==> src/rtl/picoblaze_prog_loader_pkg.sv <==
// Shared types and constants for the PicoBlaze program loader.
package prog_loader_pkg;

  localparam int DEF_ADDR_W  = 10;
  localparam int DEF_INSTR_W = 18;

  localparam logic [7:0] SYNC_BYTE = 8'hA5;
  localparam logic [3:0] WE_ALL    = 4'b1111;
  localparam logic [3:0] WE_NONE   = 4'b0000;

  typedef enum logic [3:0] {
    S_IDLE,
    S_LEN_HI,
    S_LEN_LO,
    S_B0,
    S_B1,
    S_B2,
    S_WRITE,
    S_CSUM,
    S_DONE
  } state_e;

endpackage

==> src/rtl/picoblaze_prog_loader_if.sv <==
// Byte stream, processor fetch and BRAM port-A bundle around the loader.
interface picoblaze_prog_loader_if
  import prog_loader_pkg::*;
#(
  parameter int ADDR_W  = DEF_ADDR_W,
  parameter int INSTR_W = DEF_INSTR_W
);
  logic [7:0]         rx_data;
  logic               rx_valid;
  logic               rx_ready;
  logic               abort;
  logic [ADDR_W-1:0]  proc_addr;
  logic [ADDR_W-1:0]  mem_addr;
  logic [INSTR_W-1:0] mem_wdata;
  logic [3:0]         mem_we;
  logic               proc_reset;
  logic               busy;
  logic               done;
  logic               error;

  modport master (
    output rx_data, rx_valid, abort, proc_addr,
    input  rx_ready, mem_addr, mem_wdata, mem_we, proc_reset, busy, done, error
  );

  modport slave (
    input  rx_data, rx_valid, abort, proc_addr,
    output rx_ready, mem_addr, mem_wdata, mem_we, proc_reset, busy, done, error
  );
endinterface

==> src/rtl/picoblaze_prog_loader_csum.sv <==
// XOR accumulator over the frame body, compared against the trailing byte.
module prog_loader_csum (
  input  logic       clk,
  input  logic       rst_n,
  input  logic       clr,
  input  logic       en,
  input  logic [7:0] din,
  input  logic [7:0] cmp,
  output logic       match
);
  logic [7:0] acc;

  always_ff @(posedge clk or negedge rst_n) begin
    if (!rst_n)   acc <= '0;
    else if (clr) acc <= '0;
    else if (en)  acc <= acc ^ din;
  end

  assign match = (acc == cmp);
endmodule

==> src/rtl/picoblaze_prog_loader.sv <==
// Streams a framed program into instruction BRAM while holding the CPU in reset.
// PROG_LOADER_CHECKSUM_EN adds a trailing XOR checksum byte to the frame.
module picoblaze_prog_loader
  import prog_loader_pkg::*;
#(
  parameter int ADDR_W  = DEF_ADDR_W,
  parameter int INSTR_W = DEF_INSTR_W
) (
  input logic clk,
  input logic rst_n,
  picoblaze_prog_loader_if.slave bus
);
  state_e             state;
  logic               rx_ready, busy, done, error, proc_reset;
  logic [3:0]         mem_we;
  logic [INSTR_W-1:0] mem_wdata;
  logic [ADDR_W-1:0]  load_addr, last_idx;
  logic [1:0]         len_hi, b0;
  logic [7:0]         b1;
  logic               xfer;

  assign xfer = bus.rx_valid && rx_ready;

`ifdef PROG_LOADER_CHECKSUM_EN
  logic csum_clr, csum_en, csum_match;

  assign csum_clr = xfer && (state == S_IDLE) && (bus.rx_data == SYNC_BYTE);
  assign csum_en  = xfer && !bus.abort &&
                    (state inside {S_LEN_HI, S_LEN_LO, S_B0, S_B1, S_B2});

  prog_loader_csum u_csum (
    .clk   (clk),
    .rst_n (rst_n),
    .clr   (csum_clr),
    .en    (csum_en),
    .din   (bus.rx_data),
    .cmp   (bus.rx_data),
    .match (csum_match)
  );
`endif

  always_ff @(posedge clk or negedge rst_n) begin
    if (!rst_n) begin
      state      <= S_IDLE;
      rx_ready   <= 1'b1;
      busy       <= 1'b0;
      done       <= 1'b0;
      error      <= 1'b0;
      proc_reset <= 1'b0;
      mem_we     <= WE_NONE;
      mem_wdata  <= '0;
      load_addr  <= '0;
      last_idx   <= '0;
      len_hi     <= '0;
      b0         <= '0;
      b1         <= '0;
    end else if (bus.abort && state != S_IDLE) begin
      // Memory may be partly overwritten, so the CPU stays parked in reset.
      state      <= S_IDLE;
      rx_ready   <= 1'b1;
      busy       <= 1'b0;
      done       <= 1'b0;
      error      <= 1'b1;
      proc_reset <= 1'b1;
      mem_we     <= WE_NONE;
    end else begin
      case (state)
        S_IDLE: if (xfer && bus.rx_data == SYNC_BYTE) begin
          state      <= S_LEN_HI;
          busy       <= 1'b1;
          proc_reset <= 1'b1;
          error      <= 1'b0;
          load_addr  <= '0;
        end
        S_LEN_HI: if (xfer) begin
          len_hi <= bus.rx_data[1:0];
          state  <= S_LEN_LO;
        end
        S_LEN_LO: if (xfer) begin
          last_idx <= ADDR_W'({len_hi, bus.rx_data});
          state    <= S_B0;
        end
        S_B0: if (xfer) begin
          b0    <= bus.rx_data[1:0];
          state <= S_B1;
        end
        S_B1: if (xfer) begin
          b1    <= bus.rx_data;
          state <= S_B2;
        end
        S_B2: if (xfer) begin
          mem_wdata <= INSTR_W'({b0, b1, bus.rx_data});
          mem_we    <= WE_ALL;
          rx_ready  <= 1'b0;
          state     <= S_WRITE;
        end
        S_WRITE: begin
          mem_we <= WE_NONE;
          if (load_addr == last_idx) begin
`ifdef PROG_LOADER_CHECKSUM_EN
            rx_ready <= 1'b1;
            state    <= S_CSUM;
`else
            done       <= 1'b1;
            busy       <= 1'b0;
            proc_reset <= 1'b0;
            state      <= S_DONE;
`endif
          end else begin
            load_addr <= load_addr + 1'b1;
            rx_ready  <= 1'b1;
            state     <= S_B0;
          end
        end
`ifdef PROG_LOADER_CHECKSUM_EN
        S_CSUM: if (xfer) begin
          if (csum_match) begin
            done       <= 1'b1;
            busy       <= 1'b0;
            proc_reset <= 1'b0;
            rx_ready   <= 1'b0;
            state      <= S_DONE;
          end else begin
            error <= 1'b1;
            busy  <= 1'b0;
            state <= S_IDLE;
          end
        end
`endif
        S_DONE: begin
          done     <= 1'b0;
          rx_ready <= 1'b1;
          state    <= S_IDLE;
        end
        default: begin
          rx_ready <= 1'b1;
          state    <= S_IDLE;
        end
      endcase
    end
  end

  // Fetch path is a pure mux so the CPU sees zero added latency.
  assign bus.mem_addr   = busy ? load_addr : bus.proc_addr;
  assign bus.rx_ready   = rx_ready;
  assign bus.mem_we     = mem_we;
  assign bus.mem_wdata  = mem_wdata;
  assign bus.proc_reset = proc_reset;
  assign bus.busy       = busy;
  assign bus.done       = done;
  assign bus.error      = error;
endmodule
==> src/flat_wrapper.sv <==
// flat-port wrapper written by rule: the top's interface ports become plain ports
module picoblaze_prog_loader_flat import prog_loader_pkg::*;
#(
  parameter int ADDR_W  = DEF_ADDR_W,
  parameter int INSTR_W = DEF_INSTR_W
)
  (clk, rst_n, bus_rx_data, bus_rx_valid, bus_abort, bus_proc_addr, bus_rx_ready, bus_mem_addr, bus_mem_wdata, bus_mem_we, bus_proc_reset, bus_busy, bus_done, bus_error);
  picoblaze_prog_loader_if #(.ADDR_W(ADDR_W), .INSTR_W(INSTR_W)) bus_i ();
  input logic clk;
  input logic rst_n;
  input wire logic [$bits(bus_i.rx_data)-1:0] bus_rx_data;
  input wire logic [$bits(bus_i.rx_valid)-1:0] bus_rx_valid;
  input wire logic [$bits(bus_i.abort)-1:0] bus_abort;
  input wire logic [$bits(bus_i.proc_addr)-1:0] bus_proc_addr;
  output wire logic [$bits(bus_i.rx_ready)-1:0] bus_rx_ready;
  output wire logic [$bits(bus_i.mem_addr)-1:0] bus_mem_addr;
  output wire logic [$bits(bus_i.mem_wdata)-1:0] bus_mem_wdata;
  output wire logic [$bits(bus_i.mem_we)-1:0] bus_mem_we;
  output wire logic [$bits(bus_i.proc_reset)-1:0] bus_proc_reset;
  output wire logic [$bits(bus_i.busy)-1:0] bus_busy;
  output wire logic [$bits(bus_i.done)-1:0] bus_done;
  output wire logic [$bits(bus_i.error)-1:0] bus_error;
  assign bus_i.rx_data = bus_rx_data;
  assign bus_i.rx_valid = bus_rx_valid;
  assign bus_i.abort = bus_abort;
  assign bus_i.proc_addr = bus_proc_addr;
  assign bus_rx_ready = bus_i.rx_ready;
  assign bus_mem_addr = bus_i.mem_addr;
  assign bus_mem_wdata = bus_i.mem_wdata;
  assign bus_mem_we = bus_i.mem_we;
  assign bus_proc_reset = bus_i.proc_reset;
  assign bus_busy = bus_i.busy;
  assign bus_done = bus_i.done;
  assign bus_error = bus_i.error;
  picoblaze_prog_loader #(.ADDR_W(ADDR_W), .INSTR_W(INSTR_W)) u_core (.clk(clk), .rst_n(rst_n), .bus(bus_i));
endmodule
==> config.mk <==
export PLATFORM = sky130hd
export DESIGN_NAME = picoblaze_prog_loader_flat
export DESIGN_NICKNAME = d
export VERILOG_FILES = /design/src/rtl/picoblaze_prog_loader_pkg.sv /design/src/rtl/picoblaze_prog_loader_if.sv /design/src/rtl/picoblaze_prog_loader_csum.sv /design/src/rtl/picoblaze_prog_loader.sv /design/src/flat_wrapper.sv
export SDC_FILE = /design/constraint.sdc
export NUM_CORES = 1
export LEC_CHECK = 0
export ABC_AREA = 1
export BUFFER_PORTS_ARGS = -buffer_cell sky130_fd_sc_hd__buf_2
export CAP_MARGIN = 20
export CORE_AREA = 2 2 85 87
export CTS_CLUSTER_SIZE = 14
export DETAILED_ROUTE_END_ITERATION = 7
export DIE_AREA = 0 0 87 89
export PLACE_DENSITY = 0.72
export SYNTH_ARGS = -nofsm -noshare
export SYNTH_HDL_FRONTEND = slang
export SYNTH_SLANG_ARGS = --single-unit
==> constraint.sdc <==
create_clock -name clk -period 2.2 [get_ports clk]
set_input_delay 0.44 -clock clk [delete_from_list [all_inputs] [get_ports clk]]
set_output_delay 0.44 -clock clk [all_outputs]
set_load 0.05 [all_outputs]
Word-level counts from Yosys, hierarchy flattened

Index checks and enable logic that the tools add are counted.

Eq/ne operators: 20
Reductions and logical operators: 24
Bitwise gates (word level): 1
Mux-type cells: 31
Add/sub/neg operators: 1

Operators by type and width:

| cell                                                                   | number |
|---|---|
| 4-bit 2-to-1 mux                                                       | 10 |
| 10-bit 2-to-1 mux                                                      | 3 |
| 4-bit one-hot mux with 7 select lines                                  | 1 |
| 3-bit by 1-bit != test with 1-bit output (second input constant)       | 7 |
| 3-bit AND reduction                                                    | 7 |
| 10-bit one-hot mux with 2 select lines                                 | 1 |
| 4-bit by 3-bit equality test with 1-bit output (second input constant) | 3 |
| 1-bit 2-to-1 mux                                                       | 12 |
| 10-bit by 1-bit adder with 10-bit output (second input constant)       | 1 |
| 10-bit equality test                                                   | 1 |
| 3-bit nonzero test                                                     | 3 |
| 4-bit by 2-bit equality test with 1-bit output (second input constant) | 2 |
| 8-bit equality test (second input constant)                            | 1 |
| 4-bit one-hot mux with 2 select lines                                  | 1 |
| 2-bit AND reduction                                                    | 3 |
| 6-bit AND reduction                                                    | 1 |
| 2-bit nonzero test                                                     | 3 |
| 5-bit OR reduction                                                     | 1 |
| 4-bit by 1-bit equality test with 1-bit output (second input constant) | 1 |
| 4-bit equality test (second input constant)                            | 1 |
| 4-bit logical NOT                                                      | 1 |
| 2-bit by 1-bit != test with 1-bit output (second input constant)       | 2 |
| 1-bit one-hot mux with 2 select lines                                  | 2 |
| 4-bit AND reduction                                                    | 1 |
| other kinds (6)                                                        | 8 |

Word-level logic and storage cells: 90
Flip-flop bits (word level): 63
Input port bits: 22

Logic depth before layout (Yosys ltp)

Gate-level depths: netlist of run 1.

Depth in word-level cells: 5
Gate-level depth with buffers: 10
Gate-level depth less buffers: 10

Least setup slack after synthesis of run 1

No wires, ideal clock.

Kind: flip-flop to output port
Start: reg u_core.busy, in the netlist u_core.bus.busy
End: out bus_mem_addr[5]
Stages on the path, launching flop included: 4
Path buffers: 1
Data required time: 1.760 ns
Arrival time: 2.042 ns
Setup slack: -0.282 ns
Cells stage by stage: dfrtp_1 > inv_1 > clkbuf_1 > o21ai_0

Word-level cells in the longest chain between the ends: 1

RTL lines:

| item                   | line                         | text |
|---|---|---|
| from (decl)            | picoblaze_prog_loader.sv:14  | `logic rx_ready, busy, done, error, proc_reset;` |
| from (signal assigned) | picoblaze_prog_loader.sv:46  | `busy <= 1'b0;` |
| from (signal assigned) | picoblaze_prog_loader.sv:61  | `busy <= 1'b0;` |
| from (signal assigned) | picoblaze_prog_loader.sv:70  | `busy <= 1'b1;` |
| 10-bit 2-to-1 mux      | picoblaze_prog_loader.sv:144 | `assign bus.mem_addr = busy ? load_addr : bus.proc_addr;` |
| to (decl)              | flat_wrapper.sv:16           | `output wire logic [$bits(bus_i.mem_addr)-1:0] bus_mem_addr;` |

No other way between the ends.

Worst setup path after layout of run 1

Start: reg u_core.busy, in the netlist u_core.bus.busy
End: out bus_mem_addr[2]

Same word-level chain as after synthesis.

==> reports/qor.yml, run 1 <==
cts:
  clk_pin_slew_ps: 60
  htree_levels: 3
  clk_latency_ps: 340
  cts_made_buffers: 9
  cts.path.max_buffers: 2
  clock-sinks: 60
  clockRootBuffer: "clkbuf_8"
  tritoncts: "built"
  post-cts-setup-buffers: 0
cells_and_area:
  final_nets: 476
  antenna_cells: 0
  fin_cells: 538
  fillers: 634
  syn2layout_area_growth_pct: 18.60
  fin_area_um2: 3677
  final_util: 0.5473
  drive_gt1_frac: 0.2445
setup_path:
  crit_required_ps: 1760
  crit_family: "buffers and inverters"
  slowest_delay_ps: 420
  endpoint_kind: "primary output"
  cp-startpoint: "u_core.bus.busy"
  cp_slowest_cell: "dfrtp_1"
  cp.depth: 3
  reg2regPathDepth: 9
  critical_path_buf_inv_count: 2
  crit_path_start_kind: "flip-flop"
  cp_cell_sequence: "clkinvlp_4, o21ai_0, buf_2"
  r2r_start: "u_core.bus.rx_ready"
  rrSetupSlack_ps: 440
  cp.arrival_ps: 1580
  crit_end: "bus_mem_addr[2]"
  criticalPathCategory: "flip-flop to primary output"
  rr_endpoint: "u_core.load_addr[3]"
  cp_max_fo: 20
detailed_routing:
  firstDrtPassIters: 4
  drcViolationCount: 0
  num_vias: 2636
  wirelength_um: 6840
  drt_iter0_markers: 142
  wl_per_cell_um: 12.71
  viasPerCell: 4.900
  ant_nets: 0
grt:
  met1_usage: 0.2632
  grt_pass1_vias: 2545
  grt_overflow: 0
  gr-usage-met3: 0.03509
  grtUsageMet2: 0.3164
  grt_pass1_wl_um: 11760
  track_usage: 0.1971
  top_usage_layer: "met2"
  grt_max_degree: 31
  antenna_found_initial: 0
worst_hold_path:
  worstHoldPathType: "input pin to flip-flop"
yosys:
  synth_cell_types: 28
  synthesis.area_um2: 3100
  syn_avg_cell_area_um2: 7.970
  ys_ff_latch: 60
  synth_edf_count: 0
  synth.top_cell.area_share: 0.4762
  synth_area_leaders: "dfrtp_1, nand2_1, inv_1, o21ai_0, nor2_1"
  yosysTopAreaCell: "dfrtp_1"
  syn-num-nets: 412
  ys_seq_area_frac: 0.4847
  yosys_warnings: 0
  synth.most_common_cell: "nand2_1"
  synthCells: 389
  yosys_most_used_dff: "dfrtp_1"
  synth_commonest_cells: "nand2_1, dfrtp_1, inv_1"
  synthArstFlopShare: 1.000
floorplanning:
  row_count: 30
  initial_utilization: 0.4615
  fp.dieW_um: 87
  fp.coreArea_um2: 6719
  fp.dieArea_um2: 7743
  io_pins: 59
  die_h_um: 89
placed_design:
  placed_area_um2: 3461
  dp_hpwl_um: 5166
  numPortBuffers: 58
  dp_cells: 521
  globalplace.congestion: 0.8968
power_and_ir_drop:
  cellPowerDensity_nw_per_um2: 1113
  max-vdd-ir-drop_v: 0.0006578
  p_leak_uw: 0.002046
run:
  maxCapViolCount: 0
status:
  status: "complete, no violations"
timing:
  worstMarginPinSlew_ps: 367.9
  finalMaxSlewViolations: 0
  fin_tns_setup_ps: 0
  fin_crit_ps: 2024
  skew_ps: 9.510
  relSlewSlack: 0.7538
  max_clock_freq_ghz: 0.4942
  rsz0062_at_grt: "no"
  setup_viol: 0
  fin_crit_sh: 0.9198
  finalHoldViolations: 0
-- kinds of logic (layout without fill, tap and decap cells) --
| logic type | Yosys count | in the layout | synth area share |
|---|---|---|---|
| flip-flops | 60 | 60 | 0.4847 |
| AO/OA/AOI/OAI | 48 | 48 | 0.09121 |
| buffers and inverters | 57 | 126 | 0.08030 |
| XOR/XNOR | 6 | 6 | 0.01695 |
| AND/OR/NAND/NOR | 207 | 207 | 0.2829 |
| multiplexers | 10 | 10 | 0.03995 |
| adder cells (fa/ha/maj) | 1 | 1 | 0.004035 |
-- per-stage QoR --
step | hold WS [ps] | total power [µW] | setup WS, ps
2_1_floorplan | 144.4 | 2774 | -264.3
3_3_place_gp | 351.3 | 3073 | 356.4
3_5_place_dp | 352.3 | 3117 | 298.5
4_1_cts | 405.8 | 4127 | 138.3
5_1_grt | 416.9 | 4381 | 29.78
6_report | 415.8 | 4094 | 176.4
-- cell type report --
cell class                      instances  area [µm²]  share of cell area
Sequential cell                        60        1503              0.4086
Clock buffer                           12       155.1             0.04219
Tap cell                               80       100.1             0.02722
Clock inverter                          4       47.55             0.01293
Multi-Input combinational cell        272        1349              0.3668
Inverter                               47       180.2             0.04900
Timing Repair Buffer                   63       342.8             0.09323
-- state kept, by name, indices dropped and copies added (netlist names) --
| signal | flops |
|---|---|
| u_core.b1 | 8 |
| u_core.b0 | 2 |
| u_core.len_hi | 2 |
| u_core.bus.mem_wdata | 18 |
| u_core.load_addr | 10 |
| u_core.bus.busy | 1 |
| u_core.bus.rx_ready | 1 |
| u_core.bus.done | 1 |
| u_core.bus.proc_reset | 1 |
| u_core.last_idx | 10 |
| u_core.bus.error | 1 |
| u_core.bus.mem_we | 1 |
| u_core.state | 4 |
-- what timing repair did --
item	4_1_cts	5_1_grt
resized for setup	0	1
hold endpoints to repair	11	0
hold buffers	1	0
setup endpoints to repair	0	4
-- worst register-to-register path, delay by kind of cell, from the launching register on --
| kind | cells | cell delay, ps |
|---|---|---|
| buffers and inverters | 1 | 110 |
| and+or+nand+nor | 8 | 1030 |
| DFF | 1 | 540 |
-- where the power goes --
group          switching (µW)  internal, µW  total, µW
Clock                     417           581        998
Sequential                203          1400       1600
Combinational            1040           452       1490
-- per-layer routing --
layer / vias to the layer above / part of all wire
met5: - / 0
met4: 0 / 0.0075
met3: 5 / 0.064
met2: 74 / 0.46
met1: 1217 / 0.47
li1: 1340 / -
-- placed cells by master (no fill, tap or decap), drive strengths merged, types with 2 or more instances in the layout --
cell      Yosys  routed
nor3          6       6
o21ai        40      40
inv          47      46
clkinv        0       2
nand2       146     146
a21oi         6       6
clkbuf        3      12
xor2          6       6
dfrtp        59      59
mux2         10      10
nand3        21      21
buf           7      62
clkinvlp      0       2
nor2         32      32
-- worst min-delay path by stage --
| stage | startpoint | endpoint | slack (ps) | depth (start not counted) |
|---|---|---|---|---|
| finish | bus_rx_data[6] | u_core.last_idx[6] | 420 | 3 |
| global route | bus_rx_data[3] | u_core.last_idx[3] | 420 | 3 |
| CTS | bus_rx_data[7] | u_core.last_idx[7] | 410 | 3 |
| detailed placement | rst_n | u_core.last_idx[2] | 350 | 1 |
| global placement | rst_n | u_core.last_idx[2] | 350 | 1 |
| floorplan | rst_n | u_core.b0[0] | 140 | 0 |
Power figures use the tool's default switching activity.
==> run 2: changes to the inputs <==
--- a/config.mk
+++ b/config.mk
@@ -6,13 +6,13 @@
 export NUM_CORES = 1
 export LEC_CHECK = 0
 export ABC_AREA = 1
-export BUFFER_PORTS_ARGS = -buffer_cell sky130_fd_sc_hd__buf_2
 export CAP_MARGIN = 20
 export CORE_AREA = 2 2 85 87
 export CTS_CLUSTER_SIZE = 14
 export DETAILED_ROUTE_END_ITERATION = 7
 export DIE_AREA = 0 0 87 89
-export PLACE_DENSITY = 0.72
+export DONT_BUFFER_PORTS = 1
+export PLACE_DENSITY = 0.64
 export SYNTH_ARGS = -nofsm -noshare
 export SYNTH_HDL_FRONTEND = slang
 export SYNTH_SLANG_ARGS = --single-unit
==> run 2 against run 1 <==
Against the previous run:
- register-to-register slack lost 50 ps
- via count shrank 6.9%
- wire length shrank 4.4%
- sequential power grew 17%
==> reports/qor.yml, run 2 (same netlist as run 1, synthesis figures left out) <==
detailed_routing:
  wl_per_cell_um: 13.32
  num_vias: 2455
  viasPerCell: 5.000
  drt_iter0_markers: 97
  firstDrtPassIters: 4
  drcViolationCount: 0
  ant_nets: 0
  wirelength_um: 6540
grt:
  gr-usage-met3: 0.04432
  grt_max_degree: 61
  grt_overflow: 0
  top_usage_layer: "met1"
  track_usage: 0.1842
  grt_pass1_vias: 2286
  antenna_found_initial: 0
  met1_usage: 0.2662
  grtUsageMet2: 0.2658
  grt_pass1_wl_um: 10900
timing:
  max_clock_freq_ghz: 0.5132
  rsz0062_at_grt: "no"
  relSlewSlack: 0.6298
  finalHoldViolations: 0
  finalMaxSlewViolations: 0
  worstMarginPinSlew_ps: 555.3
  final.setup.worst_slack_ps: 251.6
  fin_crit_sh: 0.8857
  setup_viol: 0
  fin_crit_ps: 1948
  skew_ps: 9.783
cells_and_area:
  final_common_cell: "nand2_1"
  largest_reg_flops: 18
  syn2layout_area_growth_pct: 12.27
  final_util: 0.5181
  regMostFlops: "u_core.bus.mem_wdata"
  drive_gt1_frac: 0.1557
  fillers: 650
  final_nets: 429
  layout_common_cells: "nand2_1, dfrtp_1, inv_1, nor2_1, o21ai_0"
  antenna_cells: 0
  fin_cells: 491
  reg_top3: "u_core.bus.mem_wdata x18, u_core.last_idx x10, u_core.load_addr x10"
power_and_ir_drop:
  seq_power_share: 0.462
  max-vdd-ir-drop_v: 0.0006783
  p_leak_uw: 0.001836
  switching_share: 0.4045
  p_sw_uw: 1646
  p_int_uw: 2423
  p_comb_frac: 0.279
  power_frac_clock: 0.258
  cellPowerDensity_nw_per_um2: 1169
placed_design:
  globalplace.congestion: 0.9137
  post-place-ws_ps: 414.6
  dp_hpwl_um: 4761
  numPortBuffers: 0
  dp_cells: 473
cts:
  ctsResizeCount: 0
  clockRootBuffer: "clkbuf_8"
  cts_made_buffers: 9
  htree_levels: 3
  clk_pin_slew_ps: 60
  cts.path.max_buffers: 2
  post-cts-setup-buffers: 0
  clk_latency_ps: 330
  clock-sinks: 60
  tritoncts: "built"
floorplanning:
  row_count: 30
  initial_utilization: 0.4615
  fp.dieW_um: 87
  io_pins: 59
  fp.coreArea_um2: 6719
  die_h_um: 89
  fp.dieArea_um2: 7743
setup_path:
  cp_max_fo: 20
  endpoint_kind: "primary output"
  crit_family: "buffers and inverters"
  critical_path_buf_inv_count: 2
  cp.arrival_ps: 1510
  cp_slowest_cell: "inv_1"
  cp_cell_sequence: "inv_1, nand2_1, o21ai_1, buf_4"
  criticalPathCategory: "flip-flop to primary output"
  crit_required_ps: 1760
  slowest_delay_ps: 390
  crit_path_start_kind: "flip-flop"
run:
  maxCapViolCount: 0
status:
  status: "complete, no violations"
worst_hold_path:
  worstHoldPathType: "input pin to flip-flop"
==> run 2: final cells by class <==
cell class	count	area [µm²]	share of cell area
flip-flops and latches	60	1504	0.4321
clock buffers	11	131.4	0.03774
clock inverters	5	77.57	0.02229
well taps	80	100.1	0.02876
multi-input cells	272	1349	0.3875
inverters	47	176.4	0.05068
repair buffers	16	142.6	0.04098
==> run 2: path summary, 6_finish.rpt <==
kind	start	depth (start not counted)	slack, ps	end
worst max-delay path	u_core.bus.busy	4	250	bus_mem_addr[5]
worst min-delay path	bus_abort	2	300	u_core.bus.error
worst max register to register	u_core.load_addr[7]	10	390	u_core.load_addr[6]
worst min register to register	u_core.b1[3]	2	490	u_core.b1[3]
max in group asynchronous	rst_n	2	1270	u_core.bus.rx_ready
min in group asynchronous	rst_n	2	640	u_core.load_addr[2]
==> run 2: timing repair <==
action / in CTS / in global routing
endpoints found under the setup margin: 0 / 0
hold buffers: 2 / 0
hold endpoints to repair: 60 / 0
==> run 2: through the flow <==
stage	setup TNS, ps	total power [µW]	hold slack, ps	instance area, µm²
floorplan	-2379	2774	144.4	3100
global placement	0	2977	146.6	3234
detailed placement	0	3006	146.8	3234
CTS	0	4094	283.4	3481
global route	0	4330	309.6	3481
finish	0	4069	300.7	3481
==> run 2: worst register-to-register path, stage by stage (launching register included) <==
cell     delay (ps)
dfrtp_1         500
inv_1           110
nand2_1          70
nand2_1          50
nor2_1          160
nand2_1          90
inv_1            90
nand3_1         240
buf_4           250
nand3_1          80
nand2_1          60
==> run 2: layer usage <==
layer / share of wire / up-vias
met2: 0.41 / 69
met4: 0.018 / 0
met3: 0.071 / 9
li1: - / 1250
met1: 0.50 / 1127
met5: 0 / -
==> run 2: power groups by stage <==
stage	registers [µW]	clock network [µW]	logic, µW
finish	1880	1050	1140
floorplan	1890	0	879
CTS	1880	1070	1140
detailed placement	1900	0	1110
global route	1920	1110	1290
global placement	1900	0	1080
==> run 3: changes to the inputs <==
--- a/config.mk
+++ b/config.mk
@@ -12,6 +12,7 @@
 export DETAILED_ROUTE_END_ITERATION = 7
 export DIE_AREA = 0 0 87 89
 export DONT_BUFFER_PORTS = 1
+export MAX_ROUTING_LAYER = met4
 export PLACE_DENSITY = 0.64
 export SYNTH_ARGS = -nofsm -noshare
 export SYNTH_HDL_FRONTEND = slang
==> constraint.sdc (replaced) <==
create_clock -name clk -period 2.2 [get_ports clk]
set_input_delay 0.22 -clock clk [delete_from_list [all_inputs] [get_ports clk]]
set_output_delay 0.22 -clock clk [all_outputs]
set_load 0.05 [all_outputs]
==> run 3 against run 2 <==
Against the previous run:
- non-clock buffer count shrank 1
- critical path depth is 1 lower
- first-iteration DRC count rose by 25%
- utilization grew 0.52 points
- sequential cell count stayed put
- die area stayed put
- power up 3.2%
- critical endpoint is now bus_mem_addr[4]
- largest cell class unchanged
- highest routed layer unchanged
==> reports/qor.yml, run 3 (same netlist as run 1, synthesis figures left out) <==
timing:
  worstMarginPinSlew_ps: 554.3
  fin_crit_ps: 1869
  fin_tns_setup_ps: 0
  relSlewSlack: 0.6305
  setup_viol: 0
  rsz0062_at_grt: "no"
  max_clock_freq_ghz: 0.5351
  finalHoldViolations: 0
  skew_ps: 6.125
  fin_crit_sh: 0.8494
  finalMaxSlewViolations: 0
placed_design:
  placed_area_um2: 3227
  numPortBuffers: 0
  dp_hpwl_um: 4791
  globalplace.congestion: 0.9081
detailed_routing:
  drcViolationCount: 0
  firstDrtPassIters: 4
  wirelength_um: 6681
  ant_nets: 0
  num_vias: 2444
  wl_per_cell_um: 13.61
  viasPerCell: 4.978
  drt_iter0_markers: 121
worst_hold_path:
  worstHoldPathCells: 2
  worstHoldPathType: "input pin to flip-flop"
  whs_endpoint: "u_core.bus.error"
  min_from: "bus_abort"
setup_path:
  r2r_start: "u_core.bus.rx_ready"
  endpoint_kind: "primary output"
  crit_path_start_kind: "flip-flop"
  cp.arrival_ps: 1650
  rr_endpoint: "u_core.load_addr[9]"
  rrSetupSlack_ps: 370
  cp_max_fo: 10
  reg2regPathDepth: 9
  criticalPathCategory: "flip-flop to primary output"
  crit_required_ps: 1980
floorplanning:
  die_h_um: 89
  io_pins: 59
  fp.coreArea_um2: 6719
  row_count: 30
  fp.dieW_um: 87
  fp.dieArea_um2: 7743
  initial_utilization: 0.4615
status:
  status: "complete, no violations"
cts:
  cts_made_buffers: 9
  clockRootBuffer: "clkbuf_8"
  clock-sinks: 60
  htree_levels: 3
  clk_pin_slew_ps: 70
  post-cts-setup-buffers: 0
  cts.path.max_buffers: 2
  clk_latency_ps: 340
  tritoncts: "built"
run:
  maxCapViolCount: 0
power_and_ir_drop:
  max-vdd-ir-drop_v: 0.0006840
  cellPowerDensity_nw_per_um2: 1194
  p_leak_uw: 0.001841
grt:
  grt_overflow: 0
  grt_pass1_wl_um: 10990
  track_usage: 0.1927
  grt_max_degree: 61
  grt_pass1_vias: 2255
  antenna_found_initial: 0
cells_and_area:
  largest_reg_flops: 18
  final_common_cell: "nand2_1"
  antenna_cells: 0
  final_nets: 429
  drive_gt1_frac: 0.1655
  syn2layout_area_growth_pct: 13.40
  fin_area_um2: 3516
  regMostFlops: "u_core.bus.mem_wdata"
  reg_top3: "u_core.bus.mem_wdata x18, u_core.last_idx x10, u_core.load_addr x10"
  layout_common_cells: "nand2_1, dfrtp_1, inv_1, nor2_1, o21ai_0"
[run 3: layout make-up]
| cell class | instances | area [µm²] |
|---|---|---|
| Timing Repair Buffer | 15 | 135.1 |
| Fill cell | 637 | 3203 |
| Clock buffer | 9 | 123.9 |
| Clock inverter | 7 | 115.1 |
| Inverter | 47 | 180.2 |
| Multi-Input combinational cell | 272 | 1349 |
| Sequential cell | 60 | 1505 |
| Tap cell | 80 | 100.1 |
| Timing Repair inverter | 1 | 7.507 |
[run 3: how the worst max path moves through the flow]
| stage | to | cells after the start | startpoint | slack, ps |
|---|---|---|---|---|
| finish | bus_mem_addr[4] | 3 | u_core.bus.busy | 330 |
| global route | u_core.load_addr[9] | 9 | u_core.bus.rx_ready | 150 |
| CTS | bus_mem_addr[4] | 3 | u_core.bus.busy | 110 |
| detailed placement | u_core.load_addr[9] | 9 | u_core.bus.rx_ready | 360 |
| global placement | u_core.load_addr[3] | 9 | u_core.bus.rx_ready | 370 |
| floorplan | bus_mem_addr[0] | 3 | u_core.bus.busy | -40 |
[run 3: per-stage QoR]
stage                     power (µW)  setup slack (ps)  hold WS (ps)  utilization  instances
after floorplan                 2774            -44.30        -75.59            -        389
after global placement          2970             368.6        -73.56       0.4803        472
after detailed placement        2999             357.7        -73.44       0.4803        472
after CTS                       4236             108.4         52.36       0.5214        490
after global routing            4480             145.7         72.67       0.5233        491
final                           4200             331.3         64.56       0.5233        491
[run 3: metal layers]
metal	vias to the layer above	wire length [µm]	global-route usage
li1	1249	-	-
met1	1102	3237	0.2600
met2	83	2887	0.2748
met3	10	465	0.04801
met4	0	91	0.08665
met5	-	0	-
[run 3: power by group]
group	leakage [µW]	total (µW)	internal, µW	switching [µW]
Combinational	0.000933	1120	395	723
Clock	0.000115	1200	748	451
Sequential	0.000793	1880	1390	491
[run 3: critical path, cell delays in order, from the launching register on]
cell and delay [ps]:
dfrtp_2 590, clkinvlp_4 300, o21ai_1 210, buf_4 220
[run 3: repair_timing]
action,CTS,global route
hold buffers,2,0
setup endpoints to repair,0,1
hold endpoints to repair,60,0
resized for setup,0,3
